## src/rtl/alarm_pkg.sv

```systemverilog
// alarm_pkg
//   Shared definitions for the alarm response controller: FSM state encoding
//   and the default ring timeout / snooze limit constants.
package alarm_pkg;

  typedef enum logic [1:0] {
    IDLE    = 2'd0,
    RINGING = 2'd1,
    SNOOZE  = 2'd2
  } state_t;

  localparam int RING_SECS_DEF  = 60;
  localparam int MAX_SNOOZE_DEF = 3;

endpackage

```

## src/rtl/alarm_ring_timer.sv

```systemverilog
// ring_timer
//   Seconds counter and beep cadence for one ringing episode.
//   Ports:
//     clk, rst  : clock, synchronous active-high reset
//     clear     : restart the episode (count 0, beep on)
//     run       : controller is currently ringing
//     sec_tick  : 1-cycle once-per-second strobe
//     beep      : beep phase, toggles every second while running
//     done      : this sec_tick completes the final second of the episode
module ring_timer #(
  parameter int RING_SECS = 60
) (
  input  logic clk,
  input  logic rst,
  input  logic clear,
  input  logic run,
  input  logic sec_tick,
  output logic beep,
  output logic done
);

  localparam int CW = (RING_SECS > 1) ? $clog2(RING_SECS) : 1;

  logic [CW-1:0] ring_cnt;
  logic          last_sec;

  assign last_sec = (ring_cnt == CW'(RING_SECS - 1));
  assign done     = run & sec_tick & last_sec;

  // The counter stops at the last second; the controller leaves RINGING on
  // that tick, so it never wraps.
  always_ff @(posedge clk) begin
    if (rst) begin
      ring_cnt <= '0;
      beep     <= 1'b0;
    end else if (clear) begin
      ring_cnt <= '0;
      beep     <= 1'b1;
    end else if (run && sec_tick && !last_sec) begin
      ring_cnt <= ring_cnt + CW'(1);
      beep     <= ~beep;
    end
  end

endmodule

```

## src/rtl/alarm_ringer.sv

```systemverilog
// alarm_ringer
//   Alarm response controller fed by the time/alarm datapath.
//   Ports:
//     funct_clk, rst : clock, synchronous active-high reset
//     sec_tick       : 1-cycle once-per-second strobe
//     alarm_on       : alarm armed switch (level)
//     setting        : user adjusting time/alarm; blocks new triggers
//     Z              : time==alarm match (level for the whole minute)
//     z_s            : snooze period elapsed
//     stop_btn       : stop request pulse
//     snooze_btn     : snooze request pulse
//     buzzer         : beep drive
//     led_ring       : ringing indicator
//     led_snooze     : snoozing indicator
//     missed         : sticky, alarm timed out unanswered
//     snooze_left    : snoozes remaining for this alarm event
//     snooze_rst     : holds the external snooze counter cleared
//     snoozeEN       : enables the external snooze counter
module alarm_ringer
  import alarm_pkg::*;
#(
  parameter  int RING_SECS  = RING_SECS_DEF,
  parameter  int MAX_SNOOZE = MAX_SNOOZE_DEF,
  localparam int SNW        = $clog2(MAX_SNOOZE + 1)
) (
  input  logic           funct_clk,
  input  logic           rst,
  input  logic           sec_tick,
  input  logic           alarm_on,
  input  logic           setting,
  input  logic           Z,
  input  logic           z_s,
  input  logic           stop_btn,
  input  logic           snooze_btn,
  output logic           buzzer,
  output logic           led_ring,
  output logic           led_snooze,
  output logic           missed,
  output logic [SNW-1:0] snooze_left,
  output logic           snooze_rst,
  output logic           snoozeEN
);

  state_t state_q, state_d;
  logic   z_q;
  logic   trig;
  logic   start_ring;
  logic   take_snooze;
  logic   timeout;
  logic   beep;
  logic   done;
  logic   abort;

  // z_q resets high so a reset inside a matching minute cannot ring.
  assign trig  = Z & ~z_q & alarm_on & ~setting;
  assign abort = ~alarm_on | stop_btn;

  ring_timer #(
    .RING_SECS(RING_SECS)
  ) u_timer (
    .clk     (funct_clk),
    .rst     (rst),
    .clear   (start_ring),
    .run     (state_q == RINGING),
    .sec_tick(sec_tick),
    .beep    (beep),
    .done    (done)
  );

  // Priority: disarm/stop, then snooze, then snooze-expiry/timeout.
  // A snooze request with no snoozes left falls through to the timeout check.
  always_comb begin
    state_d     = state_q;
    start_ring  = 1'b0;
    take_snooze = 1'b0;
    timeout     = 1'b0;
    unique case (state_q)
      IDLE: begin
        if (trig) begin
          state_d    = RINGING;
          start_ring = 1'b1;
        end
      end
      RINGING: begin
        if (abort) begin
          state_d = IDLE;
        end else if (snooze_btn && snooze_left != '0) begin
          state_d     = SNOOZE;
          take_snooze = 1'b1;
        end else if (done) begin
          state_d = IDLE;
          timeout = 1'b1;
        end
      end
      SNOOZE: begin
        if (abort) begin
          state_d = IDLE;
        end else if (z_s) begin
          state_d    = RINGING;
          start_ring = 1'b1;
        end
      end
      default: state_d = IDLE;
    endcase
  end

  always_ff @(posedge funct_clk) begin
    if (rst) begin
      state_q     <= IDLE;
      z_q         <= 1'b1;
      missed      <= 1'b0;
      snooze_left <= SNW'(MAX_SNOOZE);
    end else begin
      state_q <= state_d;
      z_q     <= Z;
      if (abort)        missed <= 1'b0;
      else if (timeout) missed <= 1'b1;
      if (state_q == IDLE && trig)
        snooze_left <= SNW'(MAX_SNOOZE);
      else if (take_snooze)
        snooze_left <= snooze_left - SNW'(1);
    end
  end

  // Outputs decode registered state only, so they follow the transition by one cycle.
  assign led_ring   = (state_q == RINGING);
  assign led_snooze = (state_q == SNOOZE);
  assign buzzer     = led_ring & beep;
  assign snoozeEN   = led_snooze;
  assign snooze_rst = ~led_snooze;

endmodule

```

## config.mk

```make
export PLATFORM = sky130hd
export DESIGN_NAME = alarm_ringer
export DESIGN_NICKNAME = d
export VERILOG_FILES = /design/src/rtl/alarm_pkg.sv /design/src/rtl/alarm_ring_timer.sv /design/src/rtl/alarm_ringer.sv
export SDC_FILE = /design/constraint.sdc
export NUM_CORES = 1
export LEC_CHECK = 0
export ABC_AREA = 1
export BUFFER_PORTS_ARGS = -buffer_cell sky130_fd_sc_hd__buf_2
export CAP_MARGIN = 15
export CORE_AREA = 2 2 39 41
export DETAILED_ROUTE_END_ITERATION = 16
export DIE_AREA = 0 0 41 43
export PLACE_DENSITY = 0.85
export SYNTH_ARGS = -nofsm -noshare
export SYNTH_HDL_FRONTEND = slang
export SYNTH_SLANG_ARGS = --single-unit
```

## constraint.sdc

```tcl
create_clock -name funct_clk -period 3.5 [get_ports funct_clk]
set_clock_uncertainty 0.15 [all_clocks]
set_input_delay 0.525 -clock funct_clk [delete_from_list [all_inputs] [get_ports funct_clk]]
set_output_delay 0.525 -clock funct_clk [all_outputs]
set_load 0.05 [all_outputs]
```

### Yosys cells after proc, flatten, opt, wreduce, memory -nomap -nowiden

Cells that the tools add are included.

| storage, ports and cells | value |
|---|---|
| flip-flop bits (word level) | 13 |
| input port bits | 9 |
| output and inout port bits | 8 |
| logic and storage cells | 58 |

| cells by class | value |
|---|---|
| add/sub/neg operators | 2 |
| eq/ne operators | 6 |
| muxes and demuxes | 20 |
| bitwise gates (word level) | 12 |
| reduce and logical (&&, ||, !) cells | 12 |

Operator list:

| cell | number |
|---|---|
| 2-to-1 mux 1 bit | 12 |
| 2-to-1 mux 2 bit | 6 |
| adder 6 x 1 -> 6 bit, second input constant | 1 |
| bitwise AND 1 bit | 6 |
| equality test 6 bit, second input constant | 1 |
| case mux 2 bit (3 select lines) | 1 |
| OR reduction 2 bit | 3 |
| NOT 1 bit | 5 |
| logical AND 1 bit | 4 |
| inequality test 4 x 1 -> 1 bit, second input constant | 1 |
| nonzero test 2 bit | 2 |
| inequality test 3 x 2 -> 1 bit, second input constant | 1 |
| AND reduction 3 bit | 1 |
| equality test 2 x 1 -> 1 bit, second input constant | 1 |
| equality test 2 bit, second input constant | 1 |
| zero test 2 bit | 1 |
| inequality test 2 bit, second input constant | 1 |
| case mux 1 bit (2 select lines) | 1 |
| subtractor 2 x 1 -> 2 bit, second input constant | 1 |
| zero test 1 bit | 1 |
| OR 1 bit | 1 |

### Longest topological paths before layout

| logic depth | value |
|---|---|
| depth after elaboration | 7 |
| depth in mapped cells | 8 |
| mapped depth without buffers | 8 |

### Cells and area by module

From an unflattened synthesis, not the netlist that was laid out.

| unflattened totals | value |
|---|---|
| cells, all modules | 115 |
| area, all modules | 763.2 µm² |

Modules (own cells, without submodules):

| module | instances | cells an instance | area an instance (µm²) | seq. area each (µm²) |
|---|---|---|---|---|
| alarm_ringer | 1 | 56 | 381.6 | 120.1 |
| ring_timer | 1 | 59 | 381.6 | 140.1 |

### Worst setup path after synthesis

No wires, ideal clock.

| timing | value |
|---|---|
| path kind | register to output |
| from | reg state_q[1] |
| to | out snoozeEN |
| data arrival time | 1.249 ns |
| data required time | 2.825 ns |
| path slack | 1.576 ns |
| stages on the path, launching flop included | 4 |
| path buffers | 1 |
| path through | dfxtp_1 > nand2_2 > inv_1 > buf_4 |

| on the way | value |
|---|---|
| longest elaborated chain between the ends | 1 |

RTL lines:

| what | line | RTL |
|---|---|---|
| start, declared | alarm_ringer.sv:44 | `state_t state_q, state_d;` |
| start signal, assigned | alarm_ringer.sv:114 | `state_q <= state_d;` |
| equality test 2 bit | alarm_ringer.sv:127 | `assign led_snooze = (state_q == SNOOZE);` |
| end, declared | alarm_ringer.sv:41 | `output logic snoozeEN` |

Every way passes these cells.

### Worst setup path in the final report

| timing | value |
|---|---|
| from | reg state_q[0] |
| to | out buzzer |

| on the way | value |
|---|---|
| longest elaborated chain between the ends | 2 |

RTL lines:

| what | line | RTL |
|---|---|---|
| equality test 2 x 1 -> 1 bit | alarm_ringer.sv:126 | `assign led_ring = (state_q == RINGING);` |
| bitwise AND 1 bit | alarm_ringer.sv:128 | `assign buzzer = led_ring & beep;` |
| end, declared | alarm_ringer.sv:35 | `output logic buzzer,` |

Every way passes these cells.

==> impl_summary.log <==
[metrics] Peak supply drop: between 0.0002 and 0.00025 V
[metrics] CP Class: flop to output pin
[metrics] number of sinks driven by the clock tree: 13
[metrics] post-detailed-route count of antenna-violating nets: 0
[metrics] quantity of I/O buffers inserted on ports: 16
[metrics] Antenna diodes: 0
[metrics] number of cells on the worst reg-to-reg path: 7
[metrics] required time of the worst setup path: 2820 ps
[metrics] Worst setup EP type: output pin
[metrics] final routed wirelength across all metal layers: between 1000 and 1500 um
[metrics] dominant combinational cell family by area after synthesis: simple AND/OR/NAND/NOR gates
[metrics] count of routing violations after the opening detailed-route iteration: 5
[metrics] clock period minus worst slack: roughly 1800 ps
[metrics] worst slew margin relative to its limit: 0.8301
[metrics] worst hold-check path type: input port to flop
[metrics] per-instance average area after synthesis: between 6 and 7 um^2
[metrics] worst setup timing slack at the placement stage: approximately 2000 ps
[metrics] Total Negative Setup Slacks: 0 ps
[metrics] post-synthesis mux area share: 0
[metrics] CTS tree: yes
[metrics] grt ovf: 0
[metrics] number of nets in the layout: between 100 and 150
[metrics] vias: 675
[metrics] cell-internal power: roughly 200 uW
[metrics] data arrival time of the critical path: between 1000 and 1500 ps
[metrics] Post-route DRC: 0
[metrics] area of the die: roughly 1800 um^2
[metrics] initial core utilization: 0.5045
[metrics] CTS H-tree lvls: 1
[metrics] area overhead of the layout relative to synthesis: 17.03%
[metrics] horizontal extent of the die: roughly 40 um
[metrics] post-CTS sizing: 0
[metrics] vias in the first global route: 594
[metrics] number of failing setup endpoints in the final timing report: 0
[metrics] final number of max-transition violations: 0
[metrics] clock share of power: 0.353
[metrics] final critical-path share of the clock period: 0.5122
[metrics] hold path cells: 2
[metrics] share of post-route cells with drive strength above 1: 0.2258
[metrics] portion of total power attributed to combinational logic: 0.063
[metrics] HPWL after DPL: 1049 um
[metrics] Pre-antenna DRT Iters: 4
[metrics] cells after synthesis: about 110
[metrics] hold buffer count at cts: 0
[metrics] post-synthesis xor/xnor area fraction: 0.03763
[metrics] antenna violations before repair: 0
[metrics] latest clock arrival within the worst-skew pair: ~270 ps
[metrics] placeable core area: 1384 um^2
[metrics] GR Util All Layers: 0.1818
[metrics] global-route wire length before repair: about 2200 um
[metrics] simple-gate portion of the synthesized area: 0.3728
[metrics] synthesized area: 698.2 um^2
[metrics] post-synthesis share of cell area spent on full adders, half adders and majority gates: 0.03584
[metrics] endpoints failing hold: 0
[metrics] switching share of total power: 0.2207
[metrics] Reg power frac: 0.585
[metrics] vertical die dimension: 43 um
[metrics] unrepaired setup endpoints after global routing: no
[metrics] Synth Area in Compound Gates: 0.07885
[metrics] Reg clk slew, reported paths: 70 ps
[metrics] sequential share of the synthesized area: 0.3728
[metrics] number of CTS-inserted buffers: 3
[metrics] Netlist cell types: 20
[metrics] P per Cell Area: roughly 310 nW/um^2
[metrics] total of warnings raised by yosys: 0
[metrics] total number of placement rows: 14
[metrics] Switching Power: 56.47 uW
[metrics] Routability Congestion: 0.7186
[metrics] FF+latch count, synth: 13
[metrics] maximum achievable frequency: between 0.5 and 0.6 GHz
[metrics] via-per-instance ratio: about 4.8
[metrics] launching element type of the critical path: flop
[metrics] outcome: finished, final reports clean
[metrics] Routed wire per std cell: 9.229 um
[metrics] Post CTS Setup Buffer Count: 0
[metrics] leakage power: around 0.00042 uW
[metrics] top-level I/O count: 17
[metrics] root cell of the clock tree: sky130_fd_sc_hd__clkbuf_4
[metrics] Net Count, Synth: ~120
[metrics] CTS Buffer Depth: 2
[metrics] pin count of the biggest net entering global routing: 9
[metrics] biggest fanout along the worst timing path: 4
[metrics] post-layout worst setup margin: 1707 ps
[metrics] max-capacitance violation count: 0
[metrics] transition time at the pin with the least slew margin: 254.2 ps
[flip-flops by register name, summed over array words and instances, names as in the netlist]
name / count
u_timer.beep: 1
z_q: 1
state_q: 2
snooze_left: 2
u_timer.ring_cnt: 6
missed: 1
[layout make-up]
type                            count  area, um^2
Clock buffer                        4       26.28
Tap cell                           16       20.02
Sequential cell                    13       260.3
Inverter                           17       63.81
Fill cell                         143       566.8
Multi-Input combinational cell     74       366.6
Timing Repair Buffer               16       80.08
[Yosys cell counts, drive strengths merged]
cell type	number	share of area
nand2	33	0.20
inv	17	0.091
nor2	15	0.095
dfxtp	13	0.37
a21oi	10	0.072
nand3	5	0.036
ha	2	0.036
nand4	2	0.018
xor2	2	0.025
and2	1	0.0090
buf	1	0.011
nor3	1	0.0072
o21ai	1	0.0072
or2	1	0.0090
xnor2	1	0.013
[layout by cell type (no fill, tap or decap)]
cell type                  instances
sky130_fd_sc_hd__nand2_4           1
sky130_fd_sc_hd__nand3_1           5
sky130_fd_sc_hd__o21ai_0           1
sky130_fd_sc_hd__and2_1            1
sky130_fd_sc_hd__nand4_1           2
sky130_fd_sc_hd__buf_2            16
sky130_fd_sc_hd__dfxtp_1          13
sky130_fd_sc_hd__xor2_1            2
sky130_fd_sc_hd__a21oi_1          10
sky130_fd_sc_hd__nand2_1          29
sky130_fd_sc_hd__ha_1              2
sky130_fd_sc_hd__or2_2             1
sky130_fd_sc_hd__inv_1            15
sky130_fd_sc_hd__inv_2             2
sky130_fd_sc_hd__clkbuf_1          1
sky130_fd_sc_hd__nand2_2           3
sky130_fd_sc_hd__nor2_2            1
sky130_fd_sc_hd__nor2_4            1
sky130_fd_sc_hd__nor3_1            1
sky130_fd_sc_hd__clkbuf_4          3
sky130_fd_sc_hd__xnor2_1           1
sky130_fd_sc_hd__nor2_1           13
[cell families (layout without fill, tap and decap cells)]
| logic type | count (synthesis) | in the layout |
|---|---|---|
| AO/OA/AOI/OAI | 11 | 11 |
| XOR/XNOR | 3 | 3 |
| adder cells (fa/ha/maj) | 2 | 2 |
| buffers and inverters | 18 | 37 |
| flip-flops | 13 | 13 |
| AND/OR/NAND/NOR | 58 | 58 |
[power groups by stage]
stage	Combinational, uW	Clock [uW]	Sequential [uW]
floorplan	8.59	0	153
global placement	15.8	0	153
detailed placement	16.2	0	153
CTS	16.2	95.7	150
global route	17.9	100	150
finish	16.0	90.3	150
[worst max-delay path: stages (launching register included)]
cell,delay (ps)
sky130_fd_sc_hd__dfxtp_1,380
sky130_fd_sc_hd__nand2_2,110
sky130_fd_sc_hd__nor2_1,100
sky130_fd_sc_hd__buf_2,260
[stage by stage]
stage / instance area [um^2] / cells / util / hold WS (ps) / total power, uW
2_1_floorplan: 698.2 / 105 / - / 311.0 / 161.8
3_3_place_gp: 790.8 / 136 / 0.5714 / 306.3 / 168.9
3_5_place_dp: 790.8 / 136 / 0.5714 / 308.3 / 169.3
4_1_cts: 817.0 / 140 / 0.5904 / 295.3 / 261.5
5_1_grt: 817.0 / 140 / 0.5904 / 291.8 / 268.1
6_report: 817.0 / 140 / 0.5904 / 304.6 / 255.8
[path summary, 6_finish.rpt]
| check | start | to | slack, ps |
|---|---|---|---|
| setup reg to reg | snooze_left[0] | snooze_left[0] | 2030 |
| hold reg to reg | missed | missed | 320 |
| setup / recovery | state_q[0] | buzzer | 1710 |
| hold / removal | Z | z_q | 300 |
[metal layers]
metal  track usage  up-vias  wire [um]
li1              -      362          -
met1        0.2098      298        568
met2        0.2781       13        628
met3       0.03141        2         76
met4        0.1400        0         18
met5             0        -          0
No activity file was read; power rests on OpenSTA's default activity.
